--- config.mk ---
export PLATFORM = sky130hd
export DESIGN_NAME = riscv_dmem_lsu_flat
export DESIGN_NICKNAME = d
export VERILOG_FILES = /design/src/rtl/riscv_lsu_pkg.sv /design/src/rtl/riscv_dmem_lsu_if.sv /design/src/rtl/lsu_load_align.sv /design/src/rtl/riscv_dmem_lsu.sv /design/src/flat_wrapper.sv
export SDC_FILE = /design/constraint.sdc
export NUM_CORES = 1
export LEC_CHECK = 0
export CAP_MARGIN = 0
export CORE_UTILIZATION = 41
export DETAILED_ROUTE_END_ITERATION = 12
export PLACE_DENSITY_LB_ADDON = 0.15
export SLEW_MARGIN = 20
export SYNTH_ARGS = -nofsm -noshare
export SYNTH_HDL_FRONTEND = slang
export SYNTH_HIERARCHICAL = 1
export SYNTH_SLANG_ARGS = --single-unit
export TNS_END_PERCENT = 20
--- constraint.sdc ---
create_clock -name clk -period 7.2 [get_ports clk]
set_input_delay 2.16 -clock clk [delete_from_list [all_inputs] [get_ports clk]]
set_output_delay 2.16 -clock clk [all_outputs]
set_load 0.01 [all_outputs]
--- src/rtl/riscv_lsu_pkg.sv ---
// Shared definitions for the data-memory load/store unit.
//   - lsu_size_t  : access-size encodings (byte, half, word, dword)
//   - lsu_state_t : LSU sequencing states
//   - sizeMask()  : right-aligned byte-lane mask for an access size
package riscv_lsu_pkg;

  typedef enum logic [1:0] {
    SZ_B = 2'd0,
    SZ_H = 2'd1,
    SZ_W = 2'd2,
    SZ_D = 2'd3
  } lsu_size_t;

  typedef enum logic [1:0] {
    IDLE = 2'd0,
    WAIT = 2'd1,
    RESP = 2'd2
  } lsu_state_t;

  // One bit per byte touched by an access of the given size, starting at lane 0.
  function automatic logic [7:0] sizeMask(input logic [1:0] size);
    case (size)
      SZ_B:    sizeMask = 8'h01;
      SZ_H:    sizeMask = 8'h03;
      SZ_W:    sizeMask = 8'h0F;
      default: sizeMask = 8'hFF;
    endcase
  endfunction

endpackage

--- src/rtl/riscv_dmem_lsu_if.sv ---
// Request/response bus between the MEM stage (master) and the LSU (slave).
//   req_*  : request from the pipeline (valid/ready handshake)
//   rsp_*  : single-cycle response pulse from the LSU
//
// Handshake: a request transfers in the cycle req_valid && req_ready are both
// high. The master keeps req_valid and every req_* field stable until that
// cycle. rsp_valid is a one-cycle pulse with no back-pressure; rsp_data,
// rsp_rd and rsp_err are only meaningful while rsp_valid is high.
interface riscv_dmem_lsu_if #(
  parameter int DATA_W = 32
);
  logic              req_valid;
  logic              req_ready;
  logic              req_we;
  logic [1:0]        req_size;
  logic              req_unsigned;
  logic [31:0]       req_addr;
  logic [DATA_W-1:0] req_wdata;
  logic [4:0]        req_rd;

  logic              rsp_valid;
  logic [DATA_W-1:0] rsp_data;
  logic [4:0]        rsp_rd;
  logic              rsp_err;

  modport master (
    output req_valid, req_we, req_size, req_unsigned, req_addr, req_wdata, req_rd,
    input  req_ready, rsp_valid, rsp_data, rsp_rd, rsp_err
  );

  modport slave (
    input  req_valid, req_we, req_size, req_unsigned, req_addr, req_wdata, req_rd,
    output req_ready, rsp_valid, rsp_data, rsp_rd, rsp_err
  );
endinterface

--- src/rtl/lsu_load_align.sv ---
// Load extraction: shifts the raw memory word down to the addressed byte,
// keeps only the bytes of the access size and sign- or zero-extends the
// result to the full data width. Purely combinational.
//   rdWord     : raw memory word
//   off        : byte offset of the access inside the word
//   size       : access size (lsu_size_t encoding)
//   isUnsigned : 1 = zero-extend, 0 = sign-extend
//   loadData   : extended result
module lsu_load_align
  import riscv_lsu_pkg::*;
#(
  parameter int DATA_W = 32,
  localparam int OFF_W = $clog2(DATA_W / 8)
) (
  input  logic [DATA_W-1:0] rdWord,
  input  logic [OFF_W-1:0]  off,
  input  logic [1:0]        size,
  input  logic              isUnsigned,
  output logic [DATA_W-1:0] loadData
);

  logic [DATA_W-1:0]        shifted;
  logic signed [DATA_W-1:0] topAligned;
  logic [6:0]               nBits;
  logic [6:0]               extAmt;

  // Truncate-and-extend is done by pushing the value to the top of the word
  // and shifting it back down, arithmetically for signed loads.
  always_comb begin
    shifted = rdWord >> {off, 3'b000};
    case (size)
      SZ_B:    nBits = 7'd8;
      SZ_H:    nBits = 7'd16;
      SZ_W:    nBits = 7'd32;
      default: nBits = 7'd64;
    endcase
    extAmt     = (nBits >= 7'(DATA_W)) ? 7'd0 : 7'(DATA_W) - nBits;
    topAligned = shifted << extAmt;
    if (isUnsigned) loadData = $unsigned(topAligned >> extAmt);
    else            loadData = $unsigned(topAligned >>> extAmt);
  end

endmodule

--- src/rtl/riscv_dmem_lsu.sv ---
// Load/store unit between the MEM stage and a BRAM-style data memory port.
// Accepts one request at a time, steers store data/byte enables onto the
// addressed lanes, waits RD_LAT cycles for load data, extracts/extends it and
// returns a one-cycle response. Illegal size, out-of-range and (optionally)
// misaligned accesses fault without touching memory.
//
// Build option: define DMEM_MISALIGN_CHECK_EN to fault misaligned accesses;
// without it the low address bits are cleared to natural alignment.
//
// Ports:
//   clk, rst      : clock, synchronous active-high reset
//   bus           : request/response bus (slave side)
//   mem_address0  : word address to memory
//   mem_ce0       : memory enable (accept cycle only)
//   mem_we0       : per-byte write enable
//   mem_d0        : lane-steered write data
//   mem_q0        : read data, valid RD_LAT cycles after the address cycle
//   dbgState      : current FSM state
module riscv_dmem_lsu
  import riscv_lsu_pkg::*;
#(
  parameter int ADDR_W = 5,
  parameter int DATA_W = 32,
  parameter int RD_LAT = 1
) (
  input  logic                  clk,
  input  logic                  rst,
  riscv_dmem_lsu_if.slave       bus,
  output logic [ADDR_W-1:0]     mem_address0,
  output logic                  mem_ce0,
  output logic [DATA_W/8-1:0]   mem_we0,
  output logic [DATA_W-1:0]     mem_d0,
  input  logic [DATA_W-1:0]     mem_q0,
  output lsu_state_t            dbgState
);

  localparam int BYTES = DATA_W / 8;
  localparam int OFF_W = $clog2(BYTES);

  lsu_state_t state, stateNext;

  logic [1:0]        cnt;
  logic [OFF_W-1:0]  offQ;
  logic [1:0]        sizeQ;
  logic              unsQ;
  logic [DATA_W-1:0] rspData;
  logic [4:0]        rspRd;
  logic              rspErr;

  logic [OFF_W-1:0]  rawOff, off, lowMask;
  logic [2:0]        lowMask3;
  logic              misFault, rangeFault, sizeFault, fault;
  logic              accept, memGo;
  logic [BYTES-1:0]  weMask;
  logic [DATA_W-1:0] wdataMasked;
  logic [DATA_W-1:0] alignedData;

  // ---------------- request decode ----------------
  assign rawOff = bus.req_addr[OFF_W-1:0];

  always_comb begin
    case (bus.req_size)
      SZ_B:    lowMask3 = 3'd0;
      SZ_H:    lowMask3 = 3'd1;
      SZ_W:    lowMask3 = 3'd3;
      default: lowMask3 = 3'd7;
    endcase
  end
  assign lowMask = lowMask3[OFF_W-1:0];

`ifdef DMEM_MISALIGN_CHECK_EN
  assign off      = rawOff;
  assign misFault = |(rawOff & lowMask);
`else
  assign off      = rawOff & ~lowMask;
  assign misFault = 1'b0;
`endif

  assign rangeFault = |(bus.req_addr >> (ADDR_W + OFF_W));
  assign sizeFault  = (DATA_W == 32) && (bus.req_size == SZ_D);
  assign fault      = sizeFault | rangeFault | misFault;

  assign bus.req_ready = (state == IDLE) && !rst;
  assign accept        = bus.req_valid && bus.req_ready;
  assign memGo         = accept && !fault;

  // ---------------- memory port (accept cycle only) ----------------
  assign weMask = BYTES'(sizeMask(bus.req_size));

  // Bytes above the access size are dropped so unselected lanes stay zero.
  always_comb begin
    wdataMasked = '0;
    for (int i = 0; i < BYTES; i++) begin
      if (weMask[i]) wdataMasked[8*i +: 8] = bus.req_wdata[8*i +: 8];
    end
  end

  assign mem_ce0      = memGo;
  assign mem_address0 = memGo ? bus.req_addr[ADDR_W+OFF_W-1:OFF_W] : '0;
  assign mem_we0      = (memGo && bus.req_we) ? (weMask << off) : '0;
  assign mem_d0       = (memGo && bus.req_we) ? (wdataMasked << {off, 3'b000}) : '0;

  // ---------------- load extraction ----------------
  lsu_load_align #(
    .DATA_W(DATA_W)
  ) u_align (
    .rdWord    (mem_q0),
    .off       (offQ),
    .size      (sizeQ),
    .isUnsigned(unsQ),
    .loadData  (alignedData)
  );

  // ---------------- FSM ----------------
  // Stores and faults respond the cycle after accept; loads spend RD_LAT
  // cycles in WAIT and capture mem_q0 in the last one.
  always_comb begin
    stateNext = state;
    case (state)
      IDLE: if (accept) stateNext = (fault || bus.req_we) ? RESP : WAIT;
      WAIT: if (cnt == 2'd0) stateNext = RESP;
      RESP: stateNext = IDLE;
      default: stateNext = IDLE;
    endcase
  end

  always_ff @(posedge clk) begin
    if (rst) begin
      state   <= IDLE;
      cnt     <= '0;
      offQ    <= '0;
      sizeQ   <= '0;
      unsQ    <= 1'b0;
      rspData <= '0;
      rspRd   <= '0;
      rspErr  <= 1'b0;
    end else begin
      state <= stateNext;
      if (accept) begin
        offQ    <= off;
        sizeQ   <= bus.req_size;
        unsQ    <= bus.req_unsigned;
        rspRd   <= bus.req_rd;
        rspErr  <= fault;
        rspData <= '0;
        cnt     <= 2'(RD_LAT - 1);
      end else if (state == WAIT) begin
        if (cnt == 2'd0) rspData <= alignedData;
        else             cnt     <= cnt - 2'd1;
      end
    end
  end

  assign bus.rsp_valid = (state == RESP);
  assign bus.rsp_data  = rspData;
  assign bus.rsp_rd    = rspRd;
  assign bus.rsp_err   = rspErr;
  assign dbgState      = state;

endmodule

--- src/flat_wrapper.sv ---
// flat-port wrapper written by rule: the top's interface ports become plain ports
module riscv_dmem_lsu_flat import riscv_lsu_pkg::*;
#(
  parameter int ADDR_W = 5,
  parameter int DATA_W = 32,
  parameter int RD_LAT = 1
)
  (clk, rst, mem_address0, mem_ce0, mem_we0, mem_d0, mem_q0, dbgState, bus_req_valid, bus_req_we, bus_req_size, bus_req_unsigned, bus_req_addr, bus_req_wdata, bus_req_rd, bus_req_ready, bus_rsp_valid, bus_rsp_data, bus_rsp_rd, bus_rsp_err);
  riscv_dmem_lsu_if #(.DATA_W(DATA_W)) bus_i ();
  input  logic clk;
  input  logic rst;
  output logic [ADDR_W-1:0] mem_address0;
  output logic mem_ce0;
  output logic [DATA_W/8-1:0] mem_we0;
  output logic [DATA_W-1:0] mem_d0;
  input  logic [DATA_W-1:0] mem_q0;
  output lsu_state_t dbgState;
  input wire logic [$bits(bus_i.req_valid)-1:0] bus_req_valid;
  input wire logic [$bits(bus_i.req_we)-1:0] bus_req_we;
  input wire logic [$bits(bus_i.req_size)-1:0] bus_req_size;
  input wire logic [$bits(bus_i.req_unsigned)-1:0] bus_req_unsigned;
  input wire logic [$bits(bus_i.req_addr)-1:0] bus_req_addr;
  input wire logic [$bits(bus_i.req_wdata)-1:0] bus_req_wdata;
  input wire logic [$bits(bus_i.req_rd)-1:0] bus_req_rd;
  output wire logic [$bits(bus_i.req_ready)-1:0] bus_req_ready;
  output wire logic [$bits(bus_i.rsp_valid)-1:0] bus_rsp_valid;
  output wire logic [$bits(bus_i.rsp_data)-1:0] bus_rsp_data;
  output wire logic [$bits(bus_i.rsp_rd)-1:0] bus_rsp_rd;
  output wire logic [$bits(bus_i.rsp_err)-1:0] bus_rsp_err;
  assign bus_i.req_valid = bus_req_valid;
  assign bus_i.req_we = bus_req_we;
  assign bus_i.req_size = bus_req_size;
  assign bus_i.req_unsigned = bus_req_unsigned;
  assign bus_i.req_addr = bus_req_addr;
  assign bus_i.req_wdata = bus_req_wdata;
  assign bus_i.req_rd = bus_req_rd;
  assign bus_req_ready = bus_i.req_ready;
  assign bus_rsp_valid = bus_i.rsp_valid;
  assign bus_rsp_data = bus_i.rsp_data;
  assign bus_rsp_rd = bus_i.rsp_rd;
  assign bus_rsp_err = bus_i.rsp_err;
  riscv_dmem_lsu #(.ADDR_W(ADDR_W), .DATA_W(DATA_W), .RD_LAT(RD_LAT)) u_core (.clk(clk), .rst(rst), .bus(bus_i), .mem_address0(mem_address0), .mem_ce0(mem_ce0), .mem_we0(mem_we0), .mem_d0(mem_d0), .mem_q0(mem_q0), .dbgState(dbgState));
endmodule
# == After elaboration in Yosys (flattened, before gate mapping) ==
# Index checks and enable logic that the tools add are counted.
# op_classes
reduce_logical,16
eq_ne,9
n_addsub,2
magnitude_cmp,1
n_shift,6
n_mux,16
bitwise,4
# ops
cell,count
32-bit 2-to-1 mux,2
8-bit 2-to-1 mux,4
32-bit by 5-bit << shifter with 32-bit output,1
32-bit by 7-bit << shifter with 32-bit output,1
32-bit by 5-bit right shift with 32-bit output,1
32-bit by 7-bit right shift with 32-bit output,1
32-bit by 7-bit >>> shifter with 32-bit output,1
25-bit OR reduction,1
7-bit one-hot mux with 3 select lines,1
4-bit one-hot mux with 3 select lines,1
2-bit == test (second input constant),4
2-bit logical NOT,4
7-bit by 6-bit greater-or-equal comparator with 1-bit output (second input constant),1
7-bit 2-to-1 mux,1
6-bit by 7-bit subtractor with 7-bit output (first input constant),1
2-bit by 1-bit == test with 1-bit output (second input constant),3
2-bit 2-to-1 mux,3
2-bit one-hot mux with 3 select lines,1
2-bit AND reduction,3
5-bit 2-to-1 mux,1
1-bit logical AND,4
4-bit 2-to-1 mux,1
2-bit by 1-bit != test with 1-bit output (second input constant),2
2-bit one-hot mux with 2 select lines,1
9 further kinds,10
# totals
out_inout_bits,84
reg_bits,47
elab_cells,62
in_bits,108

# == Logic depth before layout (Yosys ltp) ==
# depth
ltp_word,7
ltp_mapped,8

# == Hierarchy ==
# The synthesis kept the hierarchy.
# modules_own_cells
module,instances,cells_per_inst,seq_area_each_um2,area_per_inst_um2
riscv_dmem_lsu,1,328,940.9,2386.0
lsu_load_align,1,119,0.0,758.2

# == Worst setup path before layout ==
# OpenSTA, ideal clock, no wires.
# synth_path
path_type,input-to-output
from,input bus_req_addr[14]
to,output mem_d0[22]
path_buffers,2
arrival_ns,3.628
required_time_ns,5.040
path_stages,6
setup_slack_ns,1.412
path_cell_list,nor4_1 > nand4_2 > or4_1 > buf_2 > buf_6 > nor2_1
# synth_via
elab_chain_cells,6
# synth_lines
item,line_no,rtl
start: declaration,flat_wrapper.sv:22,input wire logic [$bits(bus_i.req_addr)-1:0] bus_req_addr;
25-bit OR reduction,riscv_dmem_lsu.sv:79,assign rangeFault = |(bus.req_addr >> (ADDR_W + OFF_W));
1-bit bitwise OR,riscv_dmem_lsu.sv:81,assign fault = sizeFault | rangeFault | misFault;
1-bit logical NOT,riscv_dmem_lsu.sv:85,assign memGo = accept && !fault;
1-bit logical AND,riscv_dmem_lsu.sv:85,
1-bit logical AND,riscv_dmem_lsu.sv:101,"assign mem_d0 = (memGo && bus.req_we) ? (wdataMasked << {off, 3'b000}) : '0;"
32-bit 2-to-1 mux,riscv_dmem_lsu.sv:101,
end: declaration,flat_wrapper.sv:15,output logic [DATA_W-1:0] mem_d0;
# Every way passes these cells.

# == Final worst setup path ==
# layout_path
from,input bus_req_size[1]
to,output mem_d0[19]
# layout_via
elab_chain_cells,6
# layout_lines
item,line_no,rtl
start: declaration,flat_wrapper.sv:20,input wire logic [$bits(bus_i.req_size)-1:0] bus_req_size;
2-bit == test (tied with other cells),"riscv_lsu_pkg.sv:22, riscv_dmem_lsu.sv:62",
2-bit one-hot mux with 3 select lines or 1-bit bitwise OR (tied branches),"riscv_dmem_lsu.sv:62, riscv_dmem_lsu.sv:81",
2-bit inverter or 1-bit logical NOT (tied branches),"riscv_dmem_lsu.sv:75, riscv_dmem_lsu.sv:85",
2-bit bitwise AND or 1-bit logical AND (tied branches),"riscv_dmem_lsu.sv:75, riscv_dmem_lsu.sv:85",
32-bit by 5-bit << shifter with 32-bit output or 1-bit logical AND (tied branches),riscv_dmem_lsu.sv:101,
32-bit 2-to-1 mux *,riscv_dmem_lsu.sv:101,
# Every way passes the cells marked *; elsewhere a longest branch is shown, timed or not.

==> impl_metrics.py <==
metrics = {
    "worst_setup_path": {
        "crit_fanout": 16,
        "cp.arrival_ns": 4.72,
        "path_class": "input pin to output port",
        "worst_ep_required_time_ns": 5.04,
        "worst_setup_path_start_kind": "input pin",
        "cp-end-kind": "output port",
        "ff2ff_setup_slack_ns": 5.11,
    },
    "cells_and_area": {
        "syn_to_final_growth_pct": 64.0,
        "fin_util_pct": 70.4,
        "diodes": 0,
        "fill_cells": 585,
        "fin_nets": 724,
        "drive_above_1_share_pct": 6.33,
        "finalInstanceArea_mm2": 0.00516,
        "multi_input_area_mm2": 0.00201,
        "fin_cells": 715,
        "seq_area_um2": 941,
    },
    "cts": {
        "ctsHoldBuffers": 0,
        "cts_tree": "done",
        "htree_levels": 2,
        "ctsResizeCount": 0,
        "cts_made_buffers": 5,
        "cts.clk_slew.worst_paths_ns": 0.08,
        "cts_root_buf": "clkbuf_8",
        "cts_setup_buffers": 0,
        "clkLatencyLatePin_ns": 0.30,
        "cts_sinks": 47,
        "cts_buffer_depth": 2,
    },
    "floorplanning": {
        "die_h_um": 89.6,
        "die_w_um": 89.6,
        "initial_utilization_pct": 42.9,
        "core_area_mm2": 0.00733,
        "io_pins": 192,
        "rows": 31,
        "dieArea_mm2": 0.00802,
    },
    "timing": {
        "relSlewSlack_pct": 43.3,
        "setup_viol": 0,
        "setup_ws_ns": 0.316,
        "rsz0062_at_grt": "no",
        "drv_slew": 0,
        "tightest_slew_ns": 0.851,
        "final_hold_viol_count": 0,
        "skew_ns": 0.00796,
        "fmax_mhz": 145,
        "fin_tns_setup_ns": 0,
        "fin_crit_ns": 6.88,
        "timing.final.crit_share_pct": 95.6,
    },
    "route": {
        "dr.pass1.iters": 4,
        "viasPerCell": 5.35,
        "routed_wl_um": 10600,
        "antenna_left": 0,
        "drt_iter0_markers": 107,
        "vias": 3825,
        "drc": 0,
        "wl_per_cell_um": 14.9,
    },
    "pwr": {
        "power_frac_clock_pct": 28.9,
        "p_sw_share_pct": 27.0,
        "p_leak_nw": 1.77,
        "powerDensity_mw_per_mm2": 117,
        "peakVddDrop_mv": 0.0635,
        "internal-power_mw": 0.441,
        "switching_power_mw": 0.163,
        "seqPwrFrac_pct": 44.4,
        "power_frac_comb_pct": 26.7,
    },
    "synthesis": {
        "synth-adder-area-share_pct": 0.398,
        "synth.area.mux_share_pct": 6.37,
        "synth_compound_area_share_pct": 21.6,
        "netlist_area_mm2": 0.00314,
        "yosysTopAreaCellShare_pct": 29.9,
        "yosys_warnings": 6,
        "yosysSeqAreaShare_pct": 29.9,
        "ys_ff_latch": 47,
        "yosys.area_share.simple_pct": 35.2,
        "synth_area_leaders": "dfxtp_1 30%, nand2_1 13%, a21oi_1 7.8%",
        "yosysTopAreaCell": "dfxtp_1",
        "syn_nets": 556,
        "synth_ff_type": "dfxtp_1",
        "synth_top_family_by_area": "simple AND/OR/NAND/NOR gates",
        "synth_edf_count": 0,
        "avgSynthCellArea_um2": 7.03,
        "synthXorXnorAreaFrac_pct": 0.279,
        "synth_commonest_cells": "113 x nand2_1, 49 x a21oi_1, 47 x dfxtp_1, 31 x o21ai_0, 27 x nor2_1",
        "post-synth-top-count-cell": "nand2_1",
        "netlist_instances": 447,
        "ys_types": 47,
        "postSynth.asyncResetShare_pct": 0,
    },
    "global_route": {
        "grt_max_degree": 39,
        "grt_pass1_wl_um": 16200,
        "grt_pass1_vias": 3528,
        "grt.total_usage_pct": 25.8,
        "grt_antenna_before_repair": 0,
        "globalRouteOverflowTotal": 0,
    },
    "outcome": {
        "outcome": "completed",
    },
    "place": {
        "post-dp-hpwl_um": 8340,
        "dp.cells": 707,
        "pre_cts_ws_ns": 0.313,
        "gp_congestion": 0.879,
        "dpl_cell_area_mm2": 0.00505,
        "numPortBuffers": 191,
    },
    "min_path": {
        "holdCritPathClass": "flop to flop",
    },
    "job": {
        "maxCapViolations": 0,
    },
}
## worst max-delay path, cell delays in order
cell             delay, ns
clkdlybuf4s50_1       0.42
a211oi_1              0.31
nand4_2               0.24
or4_1                 0.81
nor2_1                0.20
clkdlybuf4s50_1       0.57
## placed cells by master (no fill, tap or decap), drive strengths merged, types with 5 or more instances in the layout
cell type,Yosys,final
nand2,114,114
o21ai,35,35
clkbuf,22,7
a22oi,16,16
nor2b,19,19
mux2,8,8
clkdlybuf4s50,0,191
and2,13,13
dfxtp,47,47
mux2i,11,11
nor2,29,29
buf,14,6
a211oi,9,9
nand3,20,20
nor4,9,9
inv,5,5
a21oi,49,49
## stage by stage
step | power [mW] | hold WS, ns
final | 0.604 | 0.456
after global routing | 0.632 | 0.473
after CTS | 0.607 | 0.459
after detailed placement | 0.434 | 0.447
after global placement | 0.432 | 0.443
after floorplan | 0.349 | 0.457
## path summary, 6_finish.rpt
kind | from | endpoint | cells after the start
worst max register to register | u_core/sizeQ[1] | u_core/bus.rsp_data[10] | 6
worst min-delay path | u_core/bus.rsp_data[28] | u_core/bus.rsp_data[28] | 2
worst max-delay path | bus_req_size[1] | mem_d0[19] | 6
worst min register to register | u_core/bus.rsp_data[28] | u_core/bus.rsp_data[28] | 2
## metal layers
layer,GRT usage [%],vias to the layer above,part of all wire (%)
li1,-,1873,-
met3,4.66,21,6.3
met2,48.4,167,51
met5,0,-,0
met4,9.24,0,2.7
met1,28.9,1764,40
## layout make-up
cell class | instances | share of cell area, %
multi-input combinational | 359 | 39.0
timing repair buffer | 197 | 38.0
sequential | 47 | 18.2
tap | 99 | 2.40
clock buffer | 7 | 1.87
inverter | 5 | 0.364
clock inverter | 1 | 0.146
## state kept, by name, indices dropped and copies added (netlist names)
register / cells
u_core/bus.rsp_data: 32
u_core/bus.rsp_rd: 5
u_core/cnt: 2
u_core/dbgState: 2
u_core/offQ: 2
u_core/sizeQ: 2
u_core/bus.rsp_err: 1
u_core/unsQ: 1
## power by group through the flow
stage / clock network [mW] / logic [mW] / registers, mW
4_1_cts: 0.178 / 0.161 / 0.268
5_1_grt: 0.187 / 0.177 / 0.269
3_5_place_dp: 0 / 0.160 / 0.274
6_report: 0.174 / 0.162 / 0.268
3_3_place_gp: 0 / 0.157 / 0.274
2_1_floorplan: 0 / 0.0739 / 0.275
## cells by family (layout without fill, tap and decap cells)
| kind of cell | count (synthesis) | in the layout |
|---|---|---|
| simple gates | 224 | 224 |
| compound gates | 114 | 114 |
| flops | 47 | 47 |
| buf+inv | 41 | 210 |
| mux | 19 | 19 |
| fa+ha+maj | 1 | 1 |
| xor+xnor | 1 | 1 |
(Power assumes the default switching activity.)
==> variant, RTL diff (config.mk and constraints unchanged) <==
Register the output `dbgState` once more, without a reset; this adds one clock of latency there. The other outputs are not delayed to match.
--- a/src/rtl/riscv_dmem_lsu.sv
+++ b/src/rtl/riscv_dmem_lsu.sv
@@ -157,3 +157,5 @@
   assign bus.rsp_err   = rspErr;
-  assign dbgState      = state;
+  always_ff @(posedge clk) begin
+    dbgState <= state;
+  end
 
Function: changed (a bounded check fails within 4 cycles, from zero or initial values and one cycle with rst high).
==> variant against the original RTL <==
  * Total power decreased by 0.94%
  * Final cell count increased by 0.56%
  * Worst setup slack got worse by 0.090 ns
  * Non-clock buffer count increased by 2
  * Cell area about the same
  * Sequential cell count increased by 2
  * Via count decreased by 2.2%
  * Wire length increased by 0.60%
  * Area after synthesis increased by 0.16%
  * Core utilization about the same
  * First-iteration DRC count increased by 50%
==> variant: results (changes against the original RTL) <==
[global_route]
grt_max_degree=39  ; unchanged
grt_pass1_vias=3430  ; -2.8%
antenna_found_initial=0  ; unchanged
grt_usage_pct=25.9  ; +0.17 points
grt_pass1_wl_um=16100  ; -1.0%

[detailed_routing]
drtIter0Drc=161  ; +50%
wl_per_cell_um=14.9  ; about the same
wl_um=10700  ; +0.60%
dr.pass1.iters=5  ; +1
vias=3740  ; -2.2%

[synthesis]
netlist_top_cells_count=113 x nand2_1, 49 x a21oi_1, 49 x dfxtp_1
synth_area_leaders=dfxtp_1 31%, nand2_1 13%, a21oi_1 7.8%
async_flop_share_pct=0  ; unchanged
syn_area_per_cell_um2=7.01  ; -0.29%
synth_warnings=6  ; unchanged
ys_seq_area_share_pct=31.1  ; +1.2 points
synth_nets=558  ; +0.36%
synth.distinct_cells=45  ; -4.3%

[power]
vdd_drop_max_uv=82.4  ; +30%
p_leak_nw=1.77  ; +0.12%
swShare_pct=27.5  ; +0.45 points

[setup_path]
crit_arrival_ns=4.81  ; +0.09 ns
cpMaxStageDelayCell=or4_1
r2r-start=u_core/offQ[1]$_SDFFE_PP0P_
startpoint=bus_req_addr[24]

[run_status]
outcome=complete, no violations

[finish]
finalNetCount=728  ; +0.55%
largest_reg_flops=32  ; unchanged
antennaDiodeCount=0  ; unchanged
drive_above_1_share_pct=5.65  ; -0.69 points

[hold_path]
min_path_type=reg -> reg
worstHoldStart=u_core/bus.rsp_data[3]$_SDFFE_PP0P_

[sta]
slew_headroom_pct=45.7  ; +2.4 points
fin_skew_ns=0.0120  ; +0.00401 ns

[place]
dpl.cell_count=711  ; +0.57%
place.gp.congestion=0.874  ; -0.58%
place_hpwl_um=8450  ; +1.2%
io_buffers=191  ; unchanged

[cts]
cts_buffers=5  ; unchanged
root_buffer=clkbuf_8

==> variant: worst max-delay path, delay by kind of cell <==
kind	cells	cell delay (ns)
buf+inv	2	0.96
simple gates	4	1.69
==> variant: path summary, 6_finish.rpt <==
kind,cells after the start,slack [ns],endpoint
setup / recovery,6,0.23,mem_d0[24]
hold / removal,2,0.46,u_core/bus.rsp_data[3]$_SDFFE_PP0P_
setup reg to reg,6,5.15,u_core/bus.rsp_data[10]$_SDFFE_PP0P_
hold reg to reg,2,0.46,u_core/bus.rsp_data[3]$_SDFFE_PP0P_
==> variant: per-stage QoR <==
stage	hold WS [ns]	setup WS (ns)	power, mW	instance area [um2]
finish	0.457	0.226	0.598	5160
detailed placement	0.447	0.222	0.443	5070
floorplan	0.351	1.43	0.360	3150
global route	0.478	0.103	0.626	5160
CTS	0.460	0.226	0.603	5160
global placement	0.442	0.347	0.442	5060
==> variant: power groups by stage <==
stage,combinational [mW],clock (mW),sequential [mW]
after CTS,0.158,0.164,0.280
after global routing,0.173,0.173,0.280
after detailed placement,0.157,0,0.286
after global placement,0.156,0,0.286
final,0.159,0.160,0.280
after floorplan,0.0734,0,0.287
==> variant: layer usage <==
layer  global-route usage [%]  up-vias  wire [um]
met5                        0        -          0
li1                         -     1881          -
met2                     47.9      141       5390
met4                     5.77        0        131
met3                     6.40        8        821
met1                     30.1     1710       4360
==> variant: cell families after synthesis <==
group	Yosys count	synth area share, %
simple gates	224	34.0
compound gates	114	21.5
flops	49	31.1
buf+inv	41	6.28
mux	19	6.36
xor+xnor	1	0.278
fa+ha+maj	1	0.397
==> variant: cell type report <==
type	count	area (um2)
Timing Repair Buffer	199	1980
Fill cell	615	2170
Clock buffer	6	72.6
Sequential cell	49	981
Clock inverter	2	13.8
Inverter	5	18.8
Tap cell	99	124
Multi-Input combinational cell	359	1970
